### src/rtl/alu_mul_sequencer_pkg.sv
// Shared ALU definitions: function selects, flag bit positions and the
// multiplier sequencer state encoding.
package alu_mul_sequencer_pkg;

  localparam logic [4:0] FS_A32   = 5'b10000;
  localparam logic [4:0] FS_ADD32 = 5'b10100;
  localparam logic [4:0] FS_LSL32 = 5'b11011;

  localparam int unsigned FLAG_ZERO     = 3;
  localparam int unsigned FLAG_CARRY    = 2;
  localparam int unsigned FLAG_NEGATIVE = 1;
  localparam int unsigned FLAG_OVERFLOW = 0;

  typedef enum logic [2:0] {
    StIdle,
    StCheck,
    StAdd,
    StShl,
    StDone
  } mul_state_e;

endpackage

### src/rtl/alu_mul_sequencer_if.sv
// Operand/result handshake plus the ALU drive/return path of the multiplier.
interface alu_mul_sequencer_if #(
  parameter int unsigned WIDTH = 16
);
  logic                 Start;
  logic                 Ready;
  logic [WIDTH-1:0]     MulA;
  logic [WIDTH-1:0]     MulB;
  logic                 Busy;
  logic                 ResultValid;
  logic                 ResultReady;
  logic [2*WIDTH-1:0]   Product;
  logic [31:0]          AluA;
  logic [31:0]          AluB;
  logic [4:0]           AluFunSel;
  logic                 AluWF;
  logic [31:0]          AluOut;

  modport master (
    output Start, MulA, MulB, ResultReady, AluOut,
    input  Ready, Busy, ResultValid, Product, AluA, AluB, AluFunSel, AluWF
  );

  modport slave (
    input  Start, MulA, MulB, ResultReady, AluOut,
    output Ready, Busy, ResultValid, Product, AluA, AluB, AluFunSel, AluWF
  );
endinterface

### src/rtl/alu_mul_sequencer.sv
// Shift-and-add unsigned multiplier that borrows the shared 32-bit ALU for the
// accumulate (ADD32) and multiplicand shift (LSL32) steps.
module alu_mul_sequencer
  import alu_mul_sequencer_pkg::*;
#(
  parameter int unsigned WIDTH = 16
) (
  input  logic                Clock,
  input  logic                ResetN,
  alu_mul_sequencer_if.slave  bus
);

  if (2 * WIDTH > 32) begin : g_width_check
    $error("alu_mul_sequencer: 2*WIDTH must not exceed 32");
  end

  mul_state_e       state_q, state_d;
  logic [31:0]      p_q, p_d;
  logic [31:0]      m_q, m_d;
  logic [WIDTH-1:0] q_q, q_d;

  always_ff @(posedge Clock) begin
    if (!ResetN) begin
      state_q <= StIdle;
      p_q     <= '0;
      m_q     <= '0;
      q_q     <= '0;
    end else begin
      state_q <= state_d;
      p_q     <= p_d;
      m_q     <= m_d;
      q_q     <= q_d;
    end
  end

  // Next state and Moore output decode; ALU outputs default to the idle pass-through.
  always_comb begin
    state_d       = state_q;
    p_d           = p_q;
    m_d           = m_q;
    q_d           = q_q;
    bus.AluA      = '0;
    bus.AluB      = '0;
    bus.AluFunSel = FS_A32;
    bus.AluWF     = 1'b0;

    case (state_q)
      StIdle: begin
        if (bus.Start) begin
          p_d     = '0;
          m_d     = 32'(bus.MulA);
          q_d     = bus.MulB;
          state_d = StCheck;
        end
      end
      StCheck: begin
        if (q_q == '0) begin
          state_d = StDone;
        end else if (q_q[0]) begin
          state_d = StAdd;
        end else begin
          state_d = StShl;
        end
      end
      StAdd: begin
        bus.AluA      = p_q;
        bus.AluB      = m_q;
        bus.AluFunSel = FS_ADD32;
        bus.AluWF     = 1'b1;
        p_d           = bus.AluOut;
        state_d       = StShl;
      end
      StShl: begin
        bus.AluA      = m_q;
        bus.AluFunSel = FS_LSL32;
        m_d           = bus.AluOut;
        q_d           = q_q >> 1;
        state_d       = StCheck;
      end
      StDone: begin
        if (bus.ResultReady) begin
          state_d = StIdle;
        end
      end
      default: state_d = StIdle;
    endcase
  end

  assign bus.Ready       = (state_q == StIdle);
  assign bus.Busy        = (state_q == StCheck) || (state_q == StAdd) || (state_q == StShl);
  assign bus.ResultValid = (state_q == StDone);
  assign bus.Product     = p_q[2*WIDTH-1:0];

endmodule

### src/flat_wrapper.sv
// flat-port wrapper written by rule: the top's interface ports become plain ports
module alu_mul_sequencer_flat import alu_mul_sequencer_pkg::*;
#(
  parameter int unsigned WIDTH = 16
)
  (Clock, ResetN, bus_Start, bus_MulA, bus_MulB, bus_ResultReady, bus_AluOut, bus_Ready, bus_Busy, bus_ResultValid, bus_Product, bus_AluA, bus_AluB, bus_AluFunSel, bus_AluWF);
  alu_mul_sequencer_if #(.WIDTH(WIDTH)) bus_i ();
  input  logic Clock;
  input  logic ResetN;
  input wire logic [$bits(bus_i.Start)-1:0] bus_Start;
  input wire logic [$bits(bus_i.MulA)-1:0] bus_MulA;
  input wire logic [$bits(bus_i.MulB)-1:0] bus_MulB;
  input wire logic [$bits(bus_i.ResultReady)-1:0] bus_ResultReady;
  input wire logic [$bits(bus_i.AluOut)-1:0] bus_AluOut;
  output wire logic [$bits(bus_i.Ready)-1:0] bus_Ready;
  output wire logic [$bits(bus_i.Busy)-1:0] bus_Busy;
  output wire logic [$bits(bus_i.ResultValid)-1:0] bus_ResultValid;
  output wire logic [$bits(bus_i.Product)-1:0] bus_Product;
  output wire logic [$bits(bus_i.AluA)-1:0] bus_AluA;
  output wire logic [$bits(bus_i.AluB)-1:0] bus_AluB;
  output wire logic [$bits(bus_i.AluFunSel)-1:0] bus_AluFunSel;
  output wire logic [$bits(bus_i.AluWF)-1:0] bus_AluWF;
  assign bus_i.Start = bus_Start;
  assign bus_i.MulA = bus_MulA;
  assign bus_i.MulB = bus_MulB;
  assign bus_i.ResultReady = bus_ResultReady;
  assign bus_i.AluOut = bus_AluOut;
  assign bus_Ready = bus_i.Ready;
  assign bus_Busy = bus_i.Busy;
  assign bus_ResultValid = bus_i.ResultValid;
  assign bus_Product = bus_i.Product;
  assign bus_AluA = bus_i.AluA;
  assign bus_AluB = bus_i.AluB;
  assign bus_AluFunSel = bus_i.AluFunSel;
  assign bus_AluWF = bus_i.AluWF;
  alu_mul_sequencer #(.WIDTH(WIDTH)) u_core (.Clock(Clock), .ResetN(ResetN), .bus(bus_i));
endmodule
### config.mk
export PLATFORM = sky130hd
export DESIGN_NAME = alu_mul_sequencer_flat
export DESIGN_NICKNAME = d
export VERILOG_FILES = /design/src/rtl/alu_mul_sequencer_pkg.sv /design/src/rtl/alu_mul_sequencer_if.sv /design/src/rtl/alu_mul_sequencer.sv /design/src/flat_wrapper.sv
export SDC_FILE = /design/constraint.sdc
export NUM_CORES = 1
export LEC_CHECK = 0
export CAP_MARGIN = 20
export CORE_ASPECT_RATIO = 1.5
export CORE_MARGIN = 2
export CORE_UTILIZATION = 48
export CTS_BUF_LIST = sky130_fd_sc_hd__clkbuf_8
export CTS_CLUSTER_DIAMETER = 60
export DETAILED_ROUTE_END_ITERATION = 12
export PLACE_DENSITY = 0.88
export SKIP_CTS_REPAIR_TIMING = 1
export SLEW_MARGIN = 20
export SYNTH_ARGS = -nofsm -noshare
export SYNTH_HDL_FRONTEND = slang
export SYNTH_SLANG_ARGS = --single-unit
### constraint.sdc
create_clock -name Clock -period 3.8 [get_ports Clock]
set_input_delay 0.76 -clock Clock [delete_from_list [all_inputs] [get_ports Clock]]
set_output_delay 0.76 -clock Clock [all_outputs]
set_load 0.02 [all_outputs]
==> flow_summary.ini <==
[pwr]
leakagePower_nw = 1.989
worst_ir_drop_vdd_mv = 0.4125
power_mw = 3.438
powerDensity_nw_per_um2 = 571.2

[yosys]
syn_avg_cell_area_um2 = 9.207
yosysSeqAreaShare_pct = 39.67
syn-cell-area_um2 = 4189
yosysWarnings = 0
synth_top_area_cell = dfxtp_1
yosys-top-cells-area = dfxtp_1, o221ai_2, a21oi_2, o21ai_0, a21boi_0
synth_top_cell_area_share_pct = 39.67
synth.distinct_cells = 40
async_flop_share_pct = 0
synth.most_common_cell = dfxtp_1
synthTopCellsByCount = dfxtp_1, nand2_1, o21ai_0
synth_edf_count = 0
synthCells = 455
syn_nets = 523
ys_ff_latch = 83
ys.flop_type = dfxtp_1

[clock_tree]
clk_pin_slew_ns = 0.08
cts_tree = built
insertion_delay_ns = 0.36
cts-buffers-inserted = 9
cts_htree_levels = 3
clock_path_buffers = 2
clkSinkCount = 83
root_buffer = clkbuf_8

[critical_path]
r2r-start = u_core.state_q[0]
cpLargestDelayFamily = buffers and inverters
slowest_delay_ns = 0.65
cp.required_ns = 3.04
path_max_fanout = 18
crit_start = u_core.state_q[1]
critPathCaptureType = output pin
worstSetupPathType = flip-flop to output pin
path_cells = clkinv_1, nor3_1, clkdlybuf4s50_1
crit_arrival_ns = 2.49
crit_slowest_cell = clkdlybuf4s50_1
start_kind = flip-flop
worst-path-buf-inv = 2

[route]
route.vias.total = 4025
drt-vias-per-instance = 5.701
dr.first_iter.drc_count = 222
remaining_drc_errors = 0
finalWirelength_um = 12510
wl_per_cell_um = 17.72
drtPass1Iterations = 4
postRouteAntennaNets = 0

[die]
start_util_pct = 49.49
ios = 173
die_w_um = 80.28
coreArea_um2 = 8464
die_h_um = 118.4
std_cell_rows = 41
dieArea_um2 = 9506

[global_routing]
grt_max_degree = 63
grt_pass1_vias = 3929
grt_pass1_wl_um = 19620
grt-ovfl-total = 0
grt.total_usage_pct = 26.19
antenna_found_initial = 0

[timing]
slew_headroom_pct = 43.50
maxSlewViolCount = 0
fin_crit_sh_pct = 85.49
hold_violations = 0
setup_violations = 0
post-route-min-period_ns = 3.249
max_freq_ghz = 0.3078
fin_setup_tns_ns = 0
fin_worst_skew_ns = 0.009432
tightest_slew_ns = 0.8476
rsz0062_at_grt = false

[cells_and_area]
fill_cells = 659
num-nets-final = 662
final_cell_area_um2 = 6020
drive_gt1_share_pct = 15.03
multiInputGateArea_um2 = 2090
diodes = 0
syn_to_final_growth_pct = 43.70
seq_area_um2 = 1662
fin_util_pct = 71.12

[place]
dpl.hpwl_um = 8681
io_buffers = 171
dpl_cell_area_um2 = 5797
gp_congestion = 0.8038

[hold_path]
holdCritPathClass = flip-flop to flip-flop
hp-start = u_core.q_q[0]

[outcome]
status = complete, no violations

[run]
max-cap-violations = 0
## cells in the final DEF, fill, tap and decap left out, types with 18 or more instances in the layout
cell / n
o221ai_2: 30
nand2_1: 51
and2_1: 18
inv_1: 32
a21boi_0: 30
a21oi_2: 30
dfxtp_1: 83
clkdlybuf4s50_1: 170
o21ai_0: 49
## layout make-up
class	instances	area share, %
Clock buffer	9	2.058
Clock inverter	7	1.642
Multi-Input combinational cell	288	34.71
Timing Repair Buffer	178	29.64
Tap cell	107	2.224
Inverter	34	2.120
Sequential cell	83	27.60
## worst paths after layout
kind / end / slack [ns] / cells after the start
max reg2reg: u_core.m_q[24] / 1.81 / 4
max: bus_AluB[14] / 0.55 / 3
min: u_core.q_q[0] / 0.49 / 2
min reg2reg: u_core.q_q[0] / 0.49 / 2
## flip-flops by register name, indices dropped and copies added, names as in the netlist
name,flops
u_core.bus.Product,32
u_core.m_q,32
u_core.q_q,16
u_core.state_q,3
## metal layers
metal / vias to the layer above / share of wire (%) / track usage (%)
met3: 34 / 5.3 / 4.351
li1: 1912 / - / -
met4: 0 / 4.1 / 14.51
met1: 1928 / 38 / 29.59
met5: - / 0 / 0
met2: 151 / 52 / 45.47
## tightest hold or removal path: stages, from the launching register on
cell,delay (ns)
dfxtp_1,0.34
inv_1,0.07
a21oi_2,0.04
## kinds of logic (layout without fill, tap and decap cells)
logic type             after synthesis  in the layout  synth area share, %
AOI/OAI and AO/OA                  179            179                36.80
buffers and inverters               84            228                10.66
other                                1              1              0.08952
DFF                                 83             83                39.67
and+or+nand+nor                    107            107                12.54
muxes                                1              1               0.2390
## report_power, final
group          switching (mW)  internal, mW  leakage (nW)
Sequential              0.182          1.10         0.678
Combinational           0.887         0.559          1.20
Clock                   0.335         0.374         0.110
Total                    1.40          2.03          1.99
## through the flow
step                worst slack (ns)  instances  hold WS [ns]
floorplan                      1.447        455        0.4436
global placement               1.066        690        0.4660
detailed placement            0.8979        690        0.4661
CTS                           0.5032        706        0.4806
global route                  0.3862        706        0.4954
finish                        0.5513        706        0.4880
No activity file was read; power rests on OpenSTA's default activity.
